--- config.mk ---
export PLATFORM = sky130hd
export DESIGN_NAME = piso_serial_tx
export DESIGN_NICKNAME = d
export VERILOG_FILES = /design/src/rtl/piso_serial_tx.sv
export SDC_FILE = /design/constraint.sdc
export NUM_CORES = 1
export LEC_CHECK = 0
export ABC_AREA = 1
export BUFFER_PORTS_ARGS = -buffer_cell sky130_fd_sc_hd__buf_2
export CAP_MARGIN = 5
export CORE_UTILIZATION = 25
export DETAILED_ROUTE_END_ITERATION = 8
export MAX_ROUTING_LAYER = met4
export SYNTH_ARGS = -nofsm -noshare
export SYNTH_HDL_FRONTEND = slang
export SYNTH_SLANG_ARGS = --single-unit
--- constraint.sdc ---
create_clock -name clk -period 1.1 [get_ports clk]
set_input_delay 0.055 -clock clk [delete_from_list [all_inputs] [get_ports clk]]
set_output_delay 0.055 -clock clk [all_outputs]
set_load 0.05 [all_outputs]
--- src/rtl/piso_serial_tx.sv ---
// Parallel-in, serial-out framed transmitter.
// Frame on an idle-high line: start (0), WIDTH data bits LSB first, optional parity, stop (1).
// Each bit is held for CLKS_PER_BIT cycles. All outputs come straight from flops.
module piso_serial_tx #(
  parameter int unsigned WIDTH        = 8,
  parameter int unsigned CLKS_PER_BIT = 1,
  parameter int unsigned PARITY_EN    = 1,
  parameter int unsigned PARITY_ODD   = 0
) (
  input  logic             clk,
  input  logic             rst,
  input  logic [WIDTH-1:0] din,
  input  logic             din_valid,
  output logic             din_ready,
  output logic             dout,
  output logic             busy,
  output logic             done
);

  localparam int unsigned TW = (CLKS_PER_BIT > 1) ? $clog2(CLKS_PER_BIT) : 1;
  localparam int unsigned BW = (WIDTH > 1) ? $clog2(WIDTH) : 1;

  localparam logic [TW-1:0] TimerLast = TW'(CLKS_PER_BIT - 1);
  localparam logic [BW-1:0] BitLast   = BW'(WIDTH - 1);

  typedef enum logic [2:0] {
    StIdle,
    StStart,
    StData,
    StParity,
    StStop
  } state_e;

  state_e           state_q, state_d;
  logic [TW-1:0]    timer_q, timer_d;
  logic [BW-1:0]    bitcnt_q, bitcnt_d;
  logic [WIDTH-1:0] shreg_q, shreg_d;
  logic             par_q, par_d;
  logic             dout_q, dout_d;
  logic             busy_q, busy_d;
  logic             done_q, done_d;
  logic             ready_q, ready_d;
  logic             bit_end;

  assign bit_end = (timer_q == TimerLast);

  // Next-state logic; outputs are derived from the next state so they can be registered.
  always_comb begin
    state_d  = state_q;
    timer_d  = timer_q;
    bitcnt_d = bitcnt_q;
    shreg_d  = shreg_q;
    par_d    = par_q;
    done_d   = 1'b0;

    unique case (state_q)
      StIdle: begin
        // ready is always high in idle, so valid alone marks acceptance
        if (din_valid) begin
          shreg_d  = din;
          // parity taken from the word as accepted, not from the shifting copy
          par_d    = (^din) ^ (PARITY_ODD != 0);
          timer_d  = '0;
          bitcnt_d = '0;
          state_d  = StStart;
        end
      end
      StStart: begin
        if (bit_end) begin
          timer_d = '0;
          state_d = StData;
        end else begin
          timer_d = timer_q + 1'b1;
        end
      end
      StData: begin
        if (bit_end) begin
          timer_d = '0;
          shreg_d = shreg_q >> 1;
          if (bitcnt_q == BitLast) begin
            bitcnt_d = '0;
            state_d  = (PARITY_EN != 0) ? StParity : StStop;
          end else begin
            bitcnt_d = bitcnt_q + 1'b1;
          end
        end else begin
          timer_d = timer_q + 1'b1;
        end
      end
      StParity: begin
        if (bit_end) begin
          timer_d = '0;
          state_d = StStop;
        end else begin
          timer_d = timer_q + 1'b1;
        end
      end
      StStop: begin
        if (bit_end) begin
          timer_d = '0;
          done_d  = 1'b1;
          state_d = StIdle;
        end else begin
          timer_d = timer_q + 1'b1;
        end
      end
      default: begin
        state_d = StIdle;
      end
    endcase
  end

  // Registered line level, busy and ready as functions of the upcoming state.
  always_comb begin
    dout_d  = 1'b1;
    busy_d  = (state_d != StIdle);
    ready_d = (state_d == StIdle);
    unique case (state_d)
      StIdle:   dout_d = 1'b1;
      StStart:  dout_d = 1'b0;
      StData:   dout_d = shreg_d[0];
      StParity: dout_d = par_d;
      StStop:   dout_d = 1'b1;
      default:  dout_d = 1'b1;
    endcase
  end

  // State and output registers with synchronous active-low reset.
  always_ff @(posedge clk) begin
    if (!rst) begin
      state_q  <= StIdle;
      timer_q  <= '0;
      bitcnt_q <= '0;
      shreg_q  <= '0;
      par_q    <= 1'b0;
      dout_q   <= 1'b1;
      busy_q   <= 1'b0;
      done_q   <= 1'b0;
      ready_q  <= 1'b1;
    end else begin
      state_q  <= state_d;
      timer_q  <= timer_d;
      bitcnt_q <= bitcnt_d;
      shreg_q  <= shreg_d;
      par_q    <= par_d;
      dout_q   <= dout_d;
      busy_q   <= busy_d;
      done_q   <= done_d;
      ready_q  <= ready_d;
    end
  end

  assign dout      = dout_q;
  assign busy      = busy_q;
  assign done      = done_q;
  assign din_ready = ready_q;

endmodule

==> flow_metrics.py <==
metrics = {
    "run_status": {
        "status": "complete, but fails checks",
        "violations": "negative setup slack",
    },
    "power": {
        "power.density_nw_per_um2": 1280,
        "power_uw": 1660,
        "leakage_uw": 0.000668,
        "ir_drop_v": 0.000815,
    },
    "critical_path": {
        "cp.required_ns": 1.24,
        "crit_family": "simple AND/OR/NAND/NOR gates",
        "start_kind": "flip-flop",
        "slowest_delay_ns": 0.37,
        "path_cells": "nor2_4, nand2_4, nor2_8, nor2_2, a21oi_1, nor2_1",
        "worst_setup_path_end_kind": "flip-flop",
        "reg2reg_from": "state_q[1]$_SDFF_PN0_",
        "ff2ff_path_depth": 6,
        "crit_type": "flip-flop to flip-flop",
        "crit_path_max_fanout": 5,
        "cp.depth": 6,
        "crit_buf_inv": 0,
        "cp_slowest_cell": "dfxtp_4",
        "cp.arrival_ns": 1.28,
        "cp-startpoint": "state_q[1]$_SDFF_PN0_",
    },
    "floorplanning": {
        "die_area_um2": 4380,
        "start_util_pct": 27.1,
        "rows": 22,
        "die_x_um": 66.2,
        "fp.dieH_um": 66.2,
        "ios": 15,
        "core_um2": 3800,
    },
    "clocking": {
        "cts_sinks": 19,
        "cts_buffer_depth": 2,
        "cts_tree": "done",
        "h-tree-depth": 1,
        "insertion_delay_ns": 0.25,
        "cts_buffers": 3,
        "clk_pin_slew_worst_paths_ns": 0.07,
        "post_cts_buffers": 0,
        "clock-root-buffer": "clkbuf_8",
    },
    "detailed_routing": {
        "wl_per_cell_um": 8.75,
        "first_pass_iters": 4,
        "vias": 984,
        "wl_mm": 2.06,
        "post-route-drc-count": 0,
        "drtIter0Drc": 13,
        "ant_nets": 0,
        "avgViaCountPerCell": 4.19,
    },
    "yosys": {
        "synth_area_um2": 1030,
        "synth_largest_area_cell": "dfxtp_1",
        "ys_ff_latch": 19,
        "synth.top_cell.area_share_pct": 36.9,
        "ys_types": 24,
        "synth_area_leaders": "dfxtp_1, nand2_1, nor2_1",
        "avgSynthCellArea_um2": 6.32,
        "yosysWarnings": 0,
        "ys_seq_area_share_pct": 36.9,
        "synth_fp_nets": 176,
        "synthCells": 163,
    },
    "timing": {
        "rsz0062_at_grt": "true",
        "setup_viol": 8,
        "timing.final.ws_setup_ns": -0.0434,
        "slew_headroom_pct": 76.9,
        "fin_skew_ns": 0.00498,
        "max_freq_ghz": 0.875,
        "tightest_slew_ns": 0.345,
        "finalCritPeriodShare_pct": 104,
        "period_minus_slack_ns": 1.14,
        "finalMaxSlewViolations": 0,
        "hold_violations": 0,
    },
    "place": {
        "dp.cells": 229,
        "globalplace.congestion": 0.772,
        "port_buffers": 14,
        "hpwl_mm": 1.53,
    },
    "global_routing": {
        "grt_pass1_wl_mm": 3.59,
        "track_usage_pct": 10.8,
        "grt_overflow": 0,
        "antenna_found_initial": 0,
        "grt_max_degree": 13,
        "grt_pass1_vias": 880,
    },
    "min_path": {
        "hold_path.class": "primary input to flip-flop",
        "holdPathStages": 3,
        "hp-start": "din[7]",
    },
    "flow_run": {
        "drv_cap": 0,
    },
    "cells_and_area": {
        "area_growth_pct": 26.1,
        "final_layout_size_suffix_gt1_share_pct": 22.5,
        "final_cell_mix": "nand2_1, nor2_1, inv_1, dfxtp_1, buf_2",
        "finalNonFillerCells": 235,
        "antenna_cells": 0,
        "layout.nets": 201,
        "layout_commonest_cell": "nand2_1",
        "fillers": 417,
    },
}
==> logic make-up (layout without fill, tap and decap cells) <==
group | count (synthesis) | count (layout) | share of synthesized area (%)
flops | 19 | 19 | 36.9
fa+ha+maj | 2 | 2 | 2.43
xor+xnor | 2 | 2 | 1.70
buf+inv | 24 | 47 | 9.36
simple gates | 96 | 97 | 39.4
compound gates | 20 | 20 | 10.2
==> through the flow <==
step / util, % / hold slack, ns / setup slack, ns / cell area (um^2) / TNS [ns]
2_1_floorplan: - / 0.143 / 0.00753 / 1030 / 0
3_3_place_gp: 31.4 / 0.268 / -0.0567 / 1190 / -0.387
3_5_place_dp: 31.4 / 0.264 / -0.0602 / 1190 / -0.505
4_1_cts: 33.5 / 0.0980 / -0.0637 / 1270 / -0.405
5_1_grt: 34.2 / 0.107 / -0.122 / 1300 / -1.15
6_report: 34.2 / 0.101 / -0.0434 / 1300 / -0.185
==> worst register-to-register path: stages, from the launching register on <==
cell,delay (ns)
dfxtp_4,0.37
nor2_4,0.13
nand2_4,0.08
nor2_8,0.15
nor2_2,0.10
a21oi_1,0.15
nor2_1,0.05
==> metal layers <==
| metal | wire length, um | up-vias | part of all wire (%) | GRT usage, % |
|---|---|---|---|---|
| met5 | 0 | - | 0 | - |
| met3 | 54 | 2 | 2.6 | 4.14 |
| li1 | - | 555 | - | - |
| met1 | 1010 | 420 | 49 | 13.0 |
| met2 | 983 | 7 | 48 | 18.0 |
| met4 | 6 | 0 | 0.29 | 0.798 |
==> sequential cells by signal, summed over array words and instances, names as in the netlist <==
signal     flops
done           1
shreg_q        8
busy           1
par_q          1
state_q        3
bitcnt_q       3
din_ready      1
dout           1
==> final timing paths <==
kind,to,slack [ns]
setup / recovery,shreg_q[6]$_SDFFE_PN0P_,-0.04
setup reg to reg,shreg_q[6]$_SDFFE_PN0P_,-0.04
hold reg to reg,shreg_q[7]$_SDFFE_PN0P_,0.46
hold / removal,shreg_q[7]$_SDFFE_PN0P_,0.10
==> power breakdown <==
part	internal (uW)	switching, uW	total [uW]
combinational	150	260	410
clock	251	227	478
sequential	738	30.9	769
==> synth_stat cells <==
library cell / instances
nand2_1: 60
nor2_1: 22
dfxtp_1: 19
inv_1: 19
a21oi_1: 12
o21ai_1: 5
nand3_1: 4
nor3_1: 3
ha_1: 2
nor2_2: 2
xnor2_1: 2
buf_4: 1
clkbuf_1: 1
clkinv_1: 1
inv_2: 1
inv_4: 1
nand2_2: 1
nand4_1: 1
nor2_4: 1
nor2_8: 1
o21ai_0: 1
o21ai_2: 1
o22ai_1: 1
or2_2: 1
==> cell type report <==
type	instances	area, um^2	share of cell area (%)
clock buffers	3	41.3	3.18
clock inverters	1	5.00	0.385
inverters	22	90.1	6.94
multi-input cells	121	587	45.2
flip-flops and latches	19	390	30.1
well taps	48	60.1	4.62
repair buffers	21	125	9.63
==> what timing repair did <==
action / CTS / global route
hold buffers: 1 / 0
gates cloned: 1 / 0
gates resized for setup: 5 / 9
endpoints found under the setup margin: 12 / 15
pin swaps: 4 / 4
hold endpoints to repair: 1 / 0
(Power assumes the default switching activity.)
